==> src/rtl/stream_inst_fetch.sv <==
// Instruction streamer: fetches a run of words from BRAM into a prefetch FIFO,
// decodes the opcode byte of the head word and dispatches it to one of NUM_CH channels.
module stream_inst_fetch #(
    parameter int              DATA_W      = 128,
    parameter int              ADDR_W      = 32,
    parameter int              OP_W        = 8,
    parameter int              NUM_CH      = 5,
    parameter logic [OP_W-1:0] OP_BASE     = 8'h10,
    parameter int              FIFO_DEPTH  = 4,
    parameter int              ADDR_STRIDE = 16
) (
    input  logic              clk,
    input  logic              rst,
    input  logic              i_start,
    input  logic [ADDR_W-1:0] i_base_addr,
    input  logic [15:0]       i_inst_count,
    output logic              o_busy,
    output logic              o_finish,
    output logic              o_err_op,
    output logic [7:0]        o_err_cnt,
    output logic              o_rd_start,
    output logic [ADDR_W-1:0] o_rd_addr,
    input  logic [DATA_W-1:0] i_rd_data,
    input  logic              i_rd_done,
    input  logic [NUM_CH-1:0] i_ch_ready,
    output logic [NUM_CH-1:0] o_ch_valid,
    output logic [DATA_W-1:0] o_ch_data
);

    localparam int              PTR_W    = (FIFO_DEPTH > 1) ? $clog2(FIFO_DEPTH) : 1;
    localparam logic [PTR_W:0]  DEPTH_C  = (PTR_W+1)'(FIFO_DEPTH);
    localparam logic [OP_W-1:0] NCH_C    = OP_W'(NUM_CH);
    localparam logic [ADDR_W-1:0] STRIDE_C = ADDR_W'(ADDR_STRIDE);

    typedef enum logic [2:0] {
        S_IDLE = 3'd0,
        S_REQ  = 3'd1,
        S_GAP  = 3'd2,
        S_DONE = 3'd3,
        S_FIN  = 3'd4
    } state_t;

    function automatic logic op_legal(input logic [OP_W-1:0] op);
        return (op >= OP_BASE) && ((op - OP_BASE) < NCH_C);
    endfunction

    function automatic logic [NUM_CH-1:0] op_onehot(input logic [OP_W-1:0] op);
        logic [NUM_CH-1:0] oh;
        oh = {{(NUM_CH-1){1'b0}}, 1'b1} << (op - OP_BASE);
        return op_legal(op) ? oh : {NUM_CH{1'b0}};
    endfunction

    state_t              r_state;
    state_t              w_state_nx;
    logic [DATA_W-1:0]   r_mem [FIFO_DEPTH];
    logic [PTR_W-1:0]    r_wr_ptr;
    logic [PTR_W-1:0]    r_rd_ptr;
    logic [PTR_W:0]      r_occ;
    logic [15:0]         r_count;
    logic [15:0]         r_fetched;
    logic [15:0]         r_disp;
    logic                r_busy;
    logic                r_finish;
    logic                r_err_op;
    logic [7:0]          r_err_cnt;
    logic                r_rd_start;
    logic [ADDR_W-1:0]   r_rd_addr;
    logic [NUM_CH-1:0]   r_ch_valid;
    logic [DATA_W-1:0]   r_ch_data;

    logic                w_accept;
    logic                w_push;
    logic                w_pop;
    logic                w_head_illegal;
    logic [PTR_W-1:0]    w_rd_ptr_nx;
    logic [PTR_W:0]      w_occ_after_pop;
    logic [PTR_W:0]      w_occ_nx;
    logic [15:0]         w_fetched_nx;
    logic [15:0]         w_disp_nx;
    logic                w_all_done;
    logic [DATA_W-1:0]   w_head_nx;

    // r_ch_data always mirrors the FIFO head while r_occ is non-zero, so the
    // pop decision can be taken from the registered outputs.
    assign w_accept        = i_start && (r_state == S_IDLE);
    assign w_push          = (r_state == S_REQ) && i_rd_done;
    assign w_head_illegal  = !op_legal(r_ch_data[DATA_W-1 -: OP_W]);
    assign w_pop           = (r_occ != '0) && (w_head_illegal || ((r_ch_valid & i_ch_ready) != '0));
    assign w_rd_ptr_nx     = r_rd_ptr + PTR_W'(w_pop);
    assign w_occ_after_pop = r_occ - (PTR_W+1)'(w_pop);
    assign w_occ_nx        = w_occ_after_pop + (PTR_W+1)'(w_push);
    assign w_fetched_nx    = r_fetched + 16'(w_push);
    assign w_disp_nx       = r_disp + 16'(w_pop);
    assign w_all_done      = (w_fetched_nx == r_count) && (w_occ_nx == '0) && (w_disp_nx == r_count);
    assign w_head_nx       = (w_occ_after_pop == '0) ? i_rd_data : r_mem[w_rd_ptr_nx];

    // Fetch FSM next-state logic.
    always_comb begin
        w_state_nx = r_state;
        case (r_state)
            S_IDLE: begin
                if (w_accept) begin
                    w_state_nx = (i_inst_count == 16'd0) ? S_FIN : S_REQ;
                end else begin
                    w_state_nx = S_IDLE;
                end
            end
            S_REQ: begin
                if (w_push) w_state_nx = S_GAP;
                else        w_state_nx = S_REQ;
            end
            S_GAP: begin
                if (w_all_done)                w_state_nx = S_FIN;
                else if (r_fetched == r_count) w_state_nx = S_DONE;
                else if (r_occ < DEPTH_C)      w_state_nx = S_REQ;
                else                           w_state_nx = S_GAP;
            end
            S_DONE: begin
                if (w_all_done) w_state_nx = S_FIN;
                else            w_state_nx = S_DONE;
            end
            S_FIN:   w_state_nx = S_IDLE;
            default: w_state_nx = S_IDLE;
        endcase
    end

    // Fetch FSM state register.
    always_ff @(posedge clk or posedge rst) begin
        if (rst) r_state <= S_IDLE;
        else     r_state <= w_state_nx;
    end

    // Prefetch storage; stale entries are harmless because the pointers reset.
    always_ff @(posedge clk) begin
        if (w_push) r_mem[r_wr_ptr] <= i_rd_data;
    end

    // FIFO pointers, occupancy and run counters.
    always_ff @(posedge clk or posedge rst) begin
        if (rst) begin
            r_wr_ptr  <= '0;
            r_rd_ptr  <= '0;
            r_occ     <= '0;
            r_count   <= 16'd0;
            r_fetched <= 16'd0;
            r_disp    <= 16'd0;
        end else begin
            r_wr_ptr <= r_wr_ptr + PTR_W'(w_push);
            r_rd_ptr <= w_rd_ptr_nx;
            r_occ    <= w_occ_nx;
            if (w_accept) begin
                r_count   <= i_inst_count;
                r_fetched <= 16'd0;
                r_disp    <= 16'd0;
            end else begin
                r_fetched <= w_fetched_nx;
                r_disp    <= w_disp_nx;
            end
        end
    end

    // Read address and illegal-opcode bookkeeping.
    always_ff @(posedge clk or posedge rst) begin
        if (rst) begin
            r_rd_addr <= '0;
            r_err_op  <= 1'b0;
            r_err_cnt <= 8'd0;
        end else begin
            if (w_accept)    r_rd_addr <= i_base_addr;
            else if (w_push) r_rd_addr <= r_rd_addr + STRIDE_C;
            if (w_accept) begin
                r_err_op  <= 1'b0;
                r_err_cnt <= 8'd0;
            end else if (w_pop && w_head_illegal) begin
                r_err_op  <= 1'b1;
                r_err_cnt <= (r_err_cnt == 8'hFF) ? 8'hFF : r_err_cnt + 8'd1;
            end
        end
    end

    // Status and dispatch outputs, registered from the next-cycle view.
    always_ff @(posedge clk or posedge rst) begin
        if (rst) begin
            r_busy     <= 1'b0;
            r_finish   <= 1'b0;
            r_rd_start <= 1'b0;
            r_ch_valid <= '0;
            r_ch_data  <= '0;
        end else begin
            r_busy     <= (w_state_nx != S_IDLE);
            r_finish   <= (w_state_nx == S_FIN);
            r_rd_start <= (w_state_nx == S_REQ);
            r_ch_valid <= (w_occ_nx != '0) ? op_onehot(w_head_nx[DATA_W-1 -: OP_W]) : '0;
            r_ch_data  <= (w_occ_nx != '0) ? w_head_nx : '0;
        end
    end

    assign o_busy     = r_busy;
    assign o_finish   = r_finish;
    assign o_err_op   = r_err_op;
    assign o_err_cnt  = r_err_cnt;
    assign o_rd_start = r_rd_start;
    assign o_rd_addr  = r_rd_addr;
    assign o_ch_valid = r_ch_valid;
    assign o_ch_data  = r_ch_data;

endmodule

==> config.mk <==
export PLATFORM = sky130hd
export DESIGN_NAME = stream_inst_fetch
export DESIGN_NICKNAME = d
export VERILOG_FILES = /design/src/rtl/stream_inst_fetch.sv
export SDC_FILE = /design/constraint.sdc
export NUM_CORES = 1
export LEC_CHECK = 0
export ABC_AREA = 0
export CAP_MARGIN = 25
export CELL_PAD_IN_SITES_DETAIL_PLACEMENT = 0
export CELL_PAD_IN_SITES_GLOBAL_PLACEMENT = 1
export CORE_UTILIZATION = 45
export DETAILED_ROUTE_END_ITERATION = 6
export HOLD_SLACK_MARGIN = 0.05
export PLACE_DENSITY = 0.76
export SLEW_MARGIN = 20
export SYNTH_ARGS = -nofsm -noshare
export SYNTH_HDL_FRONTEND = slang
export SYNTH_SLANG_ARGS = --single-unit
==> constraint.sdc <==
create_clock -name clk -period 14.05 [get_ports clk]
set_clock_uncertainty 0.05 [all_clocks]
set_input_delay 2.1075 -clock clk [delete_from_list [all_inputs] [get_ports clk]]
set_output_delay 2.1075 -clock clk [all_outputs]
set_load 0.03 [all_outputs]
**Word level (Yosys, flattened, before mapping)**

Memory sizes are Yosys's and may differ from the RTL's.
Cells that the tools add are included.

- RAM bits: 512
- Logic and storage cells: 85
- Output and inout port bits: 177
- Memories kept: 1
- Register bits: 235
- Input bits: 185

- Shift operators: 1
- $lt $le $gt $ge: 5
- Eq/ne operators: 9
- Add/subtract/negate cells: 10
- Bitwise operators: 1
- Multiplexer cells: 23
- Reductions and logical operators: 20

Memories:

| memory | depth | width | rd ports | clocked after Yosys merged registers in | write ports | RTL line | text |
|---|---|---|---|---|---|---|---|
| r_mem | 4 | 128 | 1 | 0 | 1 | 55 | `logic [DATA_W-1:0] r_mem [FIFO_DEPTH];` |

Operator list:

| kind | number |
|---|---|
| $mux 128 | 2 |
| $mux 32 | 2 |
| $eq 16x16->1 | 3 |
| $add 16x1->16 | 2 |
| $add 32x5->32 const B | 1 |
| $mux 16 | 2 |
| $mux 8 | 3 |
| $ge 8x5->1 const B | 2 |
| $logic_not 16->1 | 1 |
| $lt 8x3->1 const B | 2 |
| $sub 8x5->8 const B | 2 |
| $mux 3 | 4 |
| $pmux 3 s4 | 1 |
| $mux 5 | 2 |
| $logic_not 3->1 | 3 |
| $reduce_bool 3->1 | 3 |
| $add 8x1->8 const B | 1 |
| $eq 8x8->1 const B | 1 |
| $logic_and 1x1->1 | 8 |
| $shl 1x8->5 const A | 1 |
| $eq 3x1->1 const B | 2 |
| $eq 3x2->1 const B | 2 |
| $mux 2 | 3 |
| $and 5x5->5 | 1 |
| other kinds (10) | 15 |

**Longest topological paths before layout**

- Word-level depth: 14
- Mapped depth: 13
- Depth with buffers taken out: 13

**Worst setup path before layout**

Ideal clock, no wire load.

- Path kind: input -> register
- Start: input i_rd_done
- End: memory r_mem[1][0] (enable)
- Required time: 13202 ps
- Stages on the path: 2
- Arrival: 11598 ps
- Buffers on the path: 0
- Path slack: 1604 ps
- Library setup time: 798 ps
- Cell sequence: nand3_1 nor3b_1

- Longest elaborated chain between the ends: 3

RTL lines:

| what | RTL line | text |
|---|---|---|
| start, declared | 24 | `input logic i_rd_done,` |
| $logic_and 1x1->1 | 86 | `assign w_push = (r_state == S_REQ) && i_rd_done;` |
| $mux 1 | 135 | `if (w_push) r_mem[r_wr_ptr] <= i_rd_data;` |
| $mux 1 (implied by the code) | 135 |  |
| end, declared | 55 |  |

No other way between the ends.

**Worst setup path in the final report**

- Start: input i_ch_ready[2]
- End: register r_ch_valid[3] (netlist: o_ch_valid[3])

- Longest elaborated chain between the ends: 12
- Elaborated cells on any way between the ends: 18
- Classes of those cells: add/sub: 4; order compare: 2; shift: 1; mux: 3; bitwise: 1; reduce/logical: 6; memory: 1

RTL lines:

| what | RTL line | text |
|---|---|---|
| start, declared | 25 | `input logic [NUM_CH-1:0] i_ch_ready,` |
| $and 5x5->5 (*) | 88 | `assign w_pop = (r_occ != '0) && (w_head_illegal \|\| ((r_ch_valid & i_ch_ready) != '0));` |
| $reduce_bool 5->1 (*) | 88 |  |
| $logic_or 1x1->1 (*) | 88 |  |
| $logic_and 1x1->1 (*) | 88 |  |
| $add 2x1->2 (*) | 89 | `assign w_rd_ptr_nx = r_rd_ptr + PTR_W'(w_pop);` |
| named net w_rd_ptr_nx[0] | 75 | `logic [PTR_W-1:0] w_rd_ptr_nx;` |
| $mem_v2 4x128 (*) | - |  |
| $mux 128 (*) | 95 | `assign w_head_nx = (w_occ_after_pop == '0) ? i_rd_data : r_mem[w_rd_ptr_nx];` |
| $sub 8x5->8 | 44, 49 |  |
| $lt 8x3->1 | 44 | `return (op >= OP_BASE) && ((op - OP_BASE) < NCH_C);` |
| $logic_and 1x1->1 | 44 |  |
| $mux 5 (*) | 50 | `return op_legal(op) ? oh : {NUM_CH{1'b0}};` |
| $mux 5 (*) | 193 | `r_ch_valid <= (w_occ_nx != '0) ? op_onehot(w_head_nx[DATA_W-1 -: OP_W]) : '0;` |
| end signal, assigned | 193 |  |
| end, declared | 68 | `logic [NUM_CH-1:0] r_ch_valid;` |

Mark *: on every way through the listed nets, which the timed path passes. The rest lies on a longest branch.
A chain may end at the register's enable or synchronous reset.

==> impl_metrics.csv <==
group,metric,value,unit
status,status,"completed",
clock_tree,cts_resized,0,
die,core,64300,um2
final_layout,final_util,0.568,
die,io_pins,362,
yosys,ys_types,60,
critical_path,required,14520,ps
critical_path,critPathCaptureType,"flip-flop",
timing,setup_viol,0,
min_path,hold_depth,1,
clock_tree,cts.sinks,747,
pwr,vdd_drop_max,0.184,mV
clock_tree,root_buffer,"clkbuf_16",
yosys,yosysTopAreaCell,"edfxtp_1",
clock_tree,path_clk_slew,60,ps
timing,rsz0062_at_grt,"false",
detailed_routing,vias,16829,
die,dieArea,66000,um2
clock_tree,insertion_delay,610,ps
timing,max_freq,0.168,GHz
detailed_routing,ant_nets,0,
global_route,overflow,0,
critical_path,startpoint,"i_ch_ready[2]",
final_layout,mostFrequentLayoutCell,"edfxtp_1",
timing,report.final.slew_viol_count,0,
yosys,synth_edf_count,512,
critical_path,start_kind,"input pin",
critical_path,cpMostUsedCell,"nor2b_1",
timing,slew_headroom,0.309,
global_route,grt_max_degree,129,
die,start_util,0.455,
critical_path,worst_r2r_path_depth,12,
yosys,ys_top_cells_by_area,"edfxtp_1 53%, dfrtp_1 20%, mux4_2 9.9%, nand2_1 3.9%, a21oi_1 2.2%",
placement,hpwl,41.7,mm
die,fp.dieH,257,um
timing,final.min_clock_period,5950,ps
timing,finalHoldViolations,0,
timing,fin_crit_sh,0.424,
placement,placement.io_buffers,361,
global_route,grt_pass1_wl,107,mm
detailed_routing,drt-total-wl,70.1,mm
min_path,worstHoldStart,"o_rd_addr[3]",
yosys,synth-seq-area-share,0.727,
detailed_routing,met3_length,4.45,mm
yosys,syn_nets,2016,
die,die_width,257,um
critical_path,critPathSlowestCell,"ha_4",
detailed_routing,wl_per_cell,22.5,um
detailed_routing,drt-met1-wl,30.8,mm
critical_path,rrSetupSlack,9360,ps
pwr,power_density,256,nW/um2
final_layout,nNetsFinal,2388,
clock_tree,tritoncts,"built",
die,fp-row-count,93,
clock_tree,cts_made_buffers,78,
clock_tree,cts_setup_buffers,0,
critical_path,slowest_delay,910,ps
yosys,syn_inst,1819,
final_layout,final_cell_mix,"512 x edfxtp_1, 361 x clkdlybuf4s50_1, 304 x nand2_1, 235 x dfrtp_1",
min_path,whs_endpoint,"o_rd_addr[3]",
detailed_routing,top_layer,"met5",
detailed_routing,drt-initial-drc-count,1088,
critical_path,path_cells,"clkdlybuf4s50_1 > a222oi_1 > a31oi_1 > ha_4 > buf_4 > buf_16 > mux4_2 > mux2i_1 > nand2_1 > nor4_1 > nor2b_1 > nor2b_1",
placement,place_congestion,0.842,
detailed_routing,drcViolationCount,0,
critical_path,reg2reg_to,"o_ch_valid[3]",
clock_tree,clockBufferDepth,3,
yosys,synth_top_area_share,0.526,
yosys,synth_area,29300,um2
final_layout,area_growth,25.0,%
min_path,worst_hold_path_type,"flip-flop to flip-flop",
critical_path,critPathArrivalTime,6430,ps
flow_run,cap_violations,0,
timing,worst_pin_slew,1040,ps
yosys,yosys_warnings,0,
yosys,synth_ff_type,"edfxtp_1",
detailed_routing,viasPerCell,5.40,
critical_path,r2r_start,"o_ch_data[126]",
timing,setup_tns,0,ps
detailed_routing,wl_met2,33.6,mm
yosys,synth.ff_latch_count,747,
yosys,synth_area_per_cell,16.1,um2
critical_path,path_class,"input pin to flip-flop",
pwr,total_power,9370,uW
pwr,power_leakage,0.0130,uW
critical_path,crit_path_max_fanout,40,
yosys,synthArstFlopShare,0.315,
global_route,grt_antenna_before_repair,11,
global_route,grt_use_total,0.214,
clock_tree,hold_buffers,0,
detailed_routing,firstDrtPassIters,5,
final_layout,layout-drive-gt1-share,0.141,
global_route,grt_pass1_vias,17353,
clock_tree,h-tree-depth,3,
## through the flow
step / setup slack, ps / std cells / hold slack (ps) / instance area, um2
after CTS: 7530 / 3109 / 459 / 36500
after detailed placement: 6930 / 2963 / 446 / 33900
after global routing: 7640 / 3113 / 488 / 36600
final: 8100 / 3115 / 456 / 36600
after global placement: 6970 / 2959 / 441 / 33800
after floorplan: 1600 / 1819 / 446 / 29300
## flip-flops by register name (all words and copies together), names as in the netlist
register,count
r_rd_ptr,2
o_finish,1
o_ch_valid,5
o_ch_data,128
r_count,16
r_disp,16
o_rd_addr,32
o_busy,1
r_occ,3
r_mem,512
o_err_op,1
r_wr_ptr,2
r_fetched,16
r_state,3
o_err_cnt,8
o_rd_start,1
## where the power goes
part / switching, uW / internal, uW
Combinational: 2340 / 1810
Sequential: 285 / 2870
Clock: 852 / 1210
## per-layer routing
metal	track usage	vias up
met2	0.334	504
li1	-	7571
met3	0.0477	92
met4	0.0542	16
met5	0.00804	-
met1	0.304	8646
## cell families after synthesis
| logic type | after synthesis | share of synthesized area |
|---|---|---|
| flip-flops | 747 | 0.727 |
| AND/OR/NAND/NOR | 519 | 0.0810 |
| AO/OA/AOI/OAI | 192 | 0.0367 |
| multiplexers | 157 | 0.109 |
| buffers and inverters | 110 | 0.0149 |
| XOR/XNOR | 82 | 0.0264 |
| adder cells (fa/ha/maj) | 12 | 0.00513 |
## synth_stat cells (all sizes together) (6+ instances only)
| cell type | count |
|---|---|
| edfxtp | 512 |
| nand2 | 304 |
| dfrtp | 235 |
| a21oi | 128 |
| mux4 | 128 |
| clkbuf | 64 |
| nor2 | 62 |
| xnor2 | 46 |
| o21ai | 32 |
| xor2 | 32 |
| buf | 31 |
| nand3 | 31 |
| nor3 | 22 |
| mux2 | 21 |
| nor4 | 18 |
| and3 | 17 |
| nor2b | 17 |
| inv | 15 |
| nand4 | 15 |
| ha | 12 |
| mux2i | 8 |
| and4 | 6 |
## worst max path at each step
stage | end | slack, ps
global route | o_ch_valid[3] | 7640
detailed placement | o_ch_data[30] | 6930
global placement | o_ch_data[77] | 6970
CTS | o_ch_data[49] | 7530
finish | o_ch_valid[3] | 8100
floorplan | r_mem[1][0] | 1600
## final cells by class
class	count	area, um2
Antenna cell	3	7.51
Sequential cell	747	21300
Clock inverter	38	410
Tap cell	855	1070
Timing Repair Buffer	387	3940
Clock buffer	108	2180
Multi-Input combinational cell	962	7640
Inverter	15	63.8
Fill cell	4999	27800
## critical path, delay by kind of cell
kind	cells	cell delay, ps
compound gates	2	640
mux	2	780
simple gates	4	800
buf+inv	3	1150
fa+ha+maj	1	910
Note: power is estimated with default switching activity, not from simulation.
